## src/rtl/stack_access_ctrl.sv

```systemverilog
// Stack sequencer between the stack pointer and the scratch RAM: executes PUSH/POP/CALL/RET.
// Define STACK_GUARD_EN to add occupancy tracking with overflow/underflow reporting on err.
module stack_access_ctrl #(
    parameter int ADDR_W = 8,
    parameter int DATA_W = 10,
    parameter int DEPTH  = 256
) (
    input  logic              clk,
    input  logic              rst,
    input  logic              op_valid,
    input  logic [1:0]        op,
    input  logic [7:0]        reg_data,
    input  logic [DATA_W-1:0] pc_data,
    input  logic [ADDR_W-1:0] sp,
    input  logic [DATA_W-1:0] scr_dout,
    output logic [ADDR_W-1:0] scr_addr,
    output logic [DATA_W-1:0] scr_din,
    output logic              scr_we,
    output logic              sp_incr,
    output logic              sp_decr,
    output logic [DATA_W-1:0] rdata,
    output logic              busy,
    output logic              done,
    output logic              err
);

    typedef enum logic [2:0] {
        S_IDLE,
        S_PUSH_WR,
        S_POP_RD,
        S_POP_CAP,
        S_FIN,
        S_FAIL
    } state_t;

    localparam logic [1:0] OP_PUSH = 2'b00;
    localparam logic [1:0] OP_CALL = 2'b10;
    localparam logic [1:0] OP_RET  = 2'b11;

    state_t            state, state_d;
    logic [DATA_W-1:0] wdata;
    logic              is_ret;
    logic              full, empty;

`ifdef STACK_GUARD_EN
    localparam bit              GUARD  = 1'b1;
    localparam logic [ADDR_W:0] FULL_C = (ADDR_W+1)'(DEPTH);

    logic [ADDR_W:0] count;

    always_ff @(posedge clk) begin
        if (rst)
            count <= '0;
        else if (state == S_PUSH_WR)
            count <= count + (ADDR_W+1)'(1);
        else if (state == S_POP_CAP)
            count <= count - (ADDR_W+1)'(1);
    end

    assign full  = (count == FULL_C);
    assign empty = (count == '0);
`else
    localparam bit GUARD = 1'b0;

    assign full  = 1'b0;
    assign empty = 1'b0;
`endif

    // NOTE: sequential state uses <= so every register samples pre-edge values;
    // blocking = here would let later statements see already-updated state.
    always_ff @(posedge clk) begin
        if (rst) begin
            state  <= S_IDLE;
            wdata  <= '0;
            is_ret <= 1'b0;
            rdata  <= '0;
        end else begin
            state <= state_d;
            if (state == S_IDLE && op_valid) begin
                is_ret <= (op == OP_RET);
                if (op == OP_PUSH)
                    wdata <= {{(DATA_W-8){1'b0}}, reg_data};
                else if (op == OP_CALL)
                    wdata <= pc_data;
            end
            if (state == S_POP_CAP)
                rdata <= is_ret ? scr_dout : {{(DATA_W-8){1'b0}}, scr_dout[7:0]};
        end
    end

    // NOTE: defaults first so no path through the case leaves a signal unassigned
    // (which would infer a latch).
    always_comb begin
        state_d = state;
        case (state)
            S_IDLE: begin
                if (op_valid) begin
                    if (op[0])
                        state_d = empty ? S_FAIL : S_POP_RD;
                    else
                        state_d = full ? S_FAIL : S_PUSH_WR;
                end
            end
            S_PUSH_WR: state_d = S_FIN;
            S_POP_RD:  state_d = S_POP_CAP;
            S_POP_CAP: state_d = S_FIN;
            S_FIN:     state_d = S_IDLE;
            S_FAIL:    state_d = S_IDLE;
            default:   state_d = S_IDLE;
        endcase
    end

    // Side effects are masked by rst so an access aborted mid-flight never lands.
    always_comb begin
        scr_addr = '0;
        scr_we   = 1'b0;
        sp_incr  = 1'b0;
        sp_decr  = 1'b0;
        done     = 1'b0;
        err      = 1'b0;
        busy     = (state != S_IDLE);
        case (state)
            S_PUSH_WR: begin
                scr_addr = sp - ADDR_W'(1);
                scr_we   = ~rst;
                sp_decr  = ~rst;
            end
            S_POP_RD:  scr_addr = sp;
            S_POP_CAP: begin
                scr_addr = sp;
                sp_incr  = ~rst;
            end
            S_FIN:     done = 1'b1;
            S_FAIL: begin
                done = 1'b1;
                err  = GUARD;
            end
            default: ;
        endcase
    end

    assign scr_din = wdata;

endmodule

```

## config.mk

```make
export PLATFORM = sky130hd
export DESIGN_NAME = stack_access_ctrl
export DESIGN_NICKNAME = d
export VERILOG_FILES = /design/src/rtl/stack_access_ctrl.sv
export SDC_FILE = /design/constraint.sdc
export NUM_CORES = 1
export LEC_CHECK = 0
export ABC_AREA = 0
export CAP_MARGIN = 10
export CORE_MARGIN = 4
export CORE_UTILIZATION = 29
export DETAILED_ROUTE_END_ITERATION = 12
export PLACE_DENSITY = 0.67
export SLEW_MARGIN = 20
export SYNTH_ARGS = -nofsm -noshare
export SYNTH_HDL_FRONTEND = slang
export SYNTH_SLANG_ARGS = --single-unit
export TNS_END_PERCENT = 30
```

## constraint.sdc

```tcl
create_clock -name clk -period 1.8 [get_ports clk]
set_input_delay 0.36 -clock clk [delete_from_list [all_inputs] [get_ports clk]]
set_output_delay 0.36 -clock clk [all_outputs]
set_load 0.02 [all_outputs]
```

==> results.sh, run 1 <==
export IMPL_start_util_pct=30.4
export IMPL_violations="negative setup slack"
export IMPL_synthCells=168
export IMPL_tns_ns=-1.16
export IMPL_syn_nets=210
export IMPL_finalWirelength_mm=3.84
export IMPL_setup_viol=6
export IMPL_clock_root_buffer="clkbuf_8"
export IMPL_antenna_left=0
export IMPL_clkSinkCount=24
export IMPL_coreArea_um2=4090
export IMPL_drc=0
export IMPL_cp_endpoint="scr_addr[7]"
export IMPL_hold_path_class="register to register"
export IMPL_cts_tree="done"
export IMPL_netlist_area_um2=1240
export IMPL_cp_slowest_stage_delay_ns=0.54
export IMPL_grt_max_degree=24
export IMPL_crit_chain="buf_6, or4_4, buf_6, or4_4, a31oi_4, buf_6"
export IMPL_p_seq_share_pct=41.5
export IMPL_status="finished with violations"
export IMPL_hpwl_mm=2.91
export IMPL_layout_drive_gt1_share_pct=23.8
export IMPL_cap_viol_max_count=0
export IMPL_die_w_um=73.5
export IMPL_port_buffers=73
export IMPL_fp_dieArea_um2=5400
export IMPL_wl_per_cell_um=12.4
export IMPL_final_setup_worst_slack_ns=-0.390
export IMPL_fin_hold_ws_ns=0.454
export IMPL_critical_path_required_ns=1.44
export IMPL_area_delta_synth_final_pct=86.3
export IMPL_r2r_start="state[1]"
export IMPL_clkTransAtPathRegs_ns=0.08
export IMPL_max_freq_ghz=0.457
export IMPL_ys_seq_elements=24
export IMPL_clock_latency_ns=0.26
export IMPL_netlist_cell_type_count=30
export IMPL_layout_nets=303
export IMPL_cp_max_fo=3
export IMPL_worstSetupPathType="input pin to primary output"
export IMPL_grt_total_usage_pct=13.5
export IMPL_setup_worst_path_start_class="input pin"
export IMPL_p_switching_uw=381
export IMPL_antenna_found_initial=0
export IMPL_grt_ovfl_total=0
export IMPL_skew_ns=0.00143
export IMPL_final_max_slew_viol_count=0
export IMPL_vias=1499
export IMPL_grt_first_pass_wirelength_mm=5.92
export IMPL_p_clk_share_pct=26.5
export IMPL_ys_warn_count=0
export IMPL_cts_buffers=3
export IMPL_crit_path_frequent_cell="buf_6"
export IMPL_drtPass1Iterations=4
export IMPL_rr_worst_depth=7
export IMPL_syn_avg_cell_area_um2=7.40
export IMPL_die_y_um=73.5
export IMPL_final_hold_viol_count=0
export IMPL_power_density_nw_per_um2=588
export IMPL_cp_end_kind="primary output"
export IMPL_boundaryPins=75
export IMPL_vdd_ir_drop_max_mv=0.430
export IMPL_n_antenna_cell=0
export IMPL_gp_congestion=0.741
export IMPL_ctsHoldBuffers=0
export IMPL_grt_pass1_vias=1402
export IMPL_rsz0062_at_grt="true"
export IMPL_crit_arrival_ns=1.83
export IMPL_ys_seq_area_share_pct=38.6
export IMPL_drtIter0Drc=44
export IMPL_path_depth=6
export IMPL_vias_per_cell=4.84
export IMPL_swShare_pct=28.0
export IMPL_critPathLaunch="sp[2]"
export IMPL_rows=23
export IMPL_cp_buffers_inverters=3
export IMPL_p_leak_nw=0.879
export IMPL_rrSetupSlack_ns=0.26
export IMPL_intPower_uw=981
export IMPL_crit_family="simple AND/OR/NAND/NOR gates"
export IMPL_clk_path_buf_depth=2
export IMPL_period_minus_slack_ns=2.19
export IMPL_combPwrFrac_pct=31.9
export IMPL_cp_slowest_cell="or4_4"
export IMPL_htreeDepth=1
export IMPL_period_share_pct=122
export IMPL_r2r_end="scr_din[2]"
## through the flow
stage	area (um^2)	setup slack (ns)	std cells	total power, mW	utilization (%)
after global placement	2200	-1.22	300	1.01	53.9
after CTS	2280	-0.427	306	1.37	55.8
final	2320	-0.390	310	1.36	56.7
after global routing	2320	-0.401	310	1.43	56.7
after detailed placement	2200	-1.24	300	1.01	53.9
after floorplan	1300	-0.199	168	0.767	-
## power groups by stage
stage	logic (mW)	clock network [mW]	registers, mW
finish	0.435	0.362	0.565
global route	0.471	0.391	0.569
CTS	0.430	0.375	0.566
detailed placement	0.432	0	0.578
global placement	0.430	0	0.577
floorplan	0.168	0	0.600
## state kept, by name, indices dropped and copies added, names as in the netlist
name,cells
rdata,10
is_ret,1
scr_din,10
state,3
## worst min-delay path by stage
stage / endpoint / cells past startpoint / startpoint
floorplan: rdata[8] / 2 / is_ret
global placement: rdata[3] / 2 / rdata[3]
detailed placement: rdata[2] / 2 / rdata[2]
CTS: rdata[2] / 2 / rdata[2]
global route: rdata[6] / 2 / rdata[6]
finish: rdata[2] / 2 / rdata[2]
## layout by cell type (no fill, tap or decap), drive strengths merged, types with 2 or more instances in the layout
cell	netlist	final
or4	4	4
buf	2	40
o211ai	3	3
inv	4	4
a31oi	3	3
a311oi	8	8
dlygate4sd2	0	4
dfxtp	24	24
o21ai	15	15
nand2	33	33
nor4	2	2
clkbuf	12	7
a21oi	23	23
clkdlybuf4s15	0	2
nor3	3	3
nor2b	5	5
clkdlybuf4s50	0	53
nand2b	3	3
nand3	2	2
nand4	3	3
nor2	7	7
mux2i	2	2
## Yosys cell counts (all sizes together)
cell type | number | area share, %
nand2 | 33 | 10
dfxtp | 24 | 39
a21oi | 23 | 9.3
o21ai | 15 | 6.0
clkbuf | 12 | 3.6
a311oi | 8 | 5.6
nor2 | 7 | 2.1
nor2b | 5 | 2.5
inv | 4 | 1.2
or4 | 4 | 2.7
a31oi | 3 | 1.5
nand2b | 3 | 1.5
nand4 | 3 | 1.5
nor3 | 3 | 1.2
o211ai | 3 | 1.8
buf | 2 | 1.2
mux2i | 2 | 1.6
nand3 | 2 | 0.80
nor4 | 2 | 1.0
a2bb2oi | 1 | 0.70
and2 | 1 | 0.50
and3b | 1 | 0.70
conb | 1 | 0.30
ha | 1 | 1.0
nand3b | 1 | 0.60
nor3b | 1 | 0.60
or2 | 1 | 0.50
or3 | 1 | 0.50
or3b | 1 | 0.70
## metal layers
layer	wire [um]	up-vias	global-route usage (%)
met5	0	-	0
li1	-	778	-
met2	1760	51	23.0
met4	13	0	1.81
met3	441	2	6.98
met1	1620	668	15.4
## tightest hold or removal path, stage by stage, from the launching register on
cell and delay [ns]:
dfxtp_1 0.31, nand2_1 0.05, a21oi_1 0.05
## layout make-up
| type | count | area (um^2) |
|---|---|---|
| multi-input cells | 126 | 767 |
| repair buffers | 102 | 932 |
| inverters | 4 | 20.0 |
| clock buffers | 4 | 55.1 |
| flip-flops and latches | 24 | 480 |
| fillers | 412 | 1770 |
| well taps | 50 | 62.6 |
## kinds of logic after synthesis
family	synth area share (%)
multiplexers	1.61
adder cells (fa/ha/maj)	1.01
buffers and inverters	6.04
flip-flops	38.6
other	0.302
AO/OA/AOI/OAI	24.9
AND/OR/NAND/NOR	27.5
## timing repair
| item | CTS | global route |
|---|---|---|
| setup endpoints to repair | 13 | 19 |
| gates cloned | 0 | 0 |
| hold endpoints to repair | 0 | 0 |
| pin swaps | 8 | 5 |
| setup buffers | 2 | 4 |
| gates resized for setup | 78 | 14 |
No activity file was read; power rests on OpenSTA's default activity.
==> inputs of run 2 (changes only) <==
Settings changed: CAP_MARGIN 10 to 20.
==> results of run 2 <==
Same layout as run 1: the final DEF is identical, and so are final timing and power.
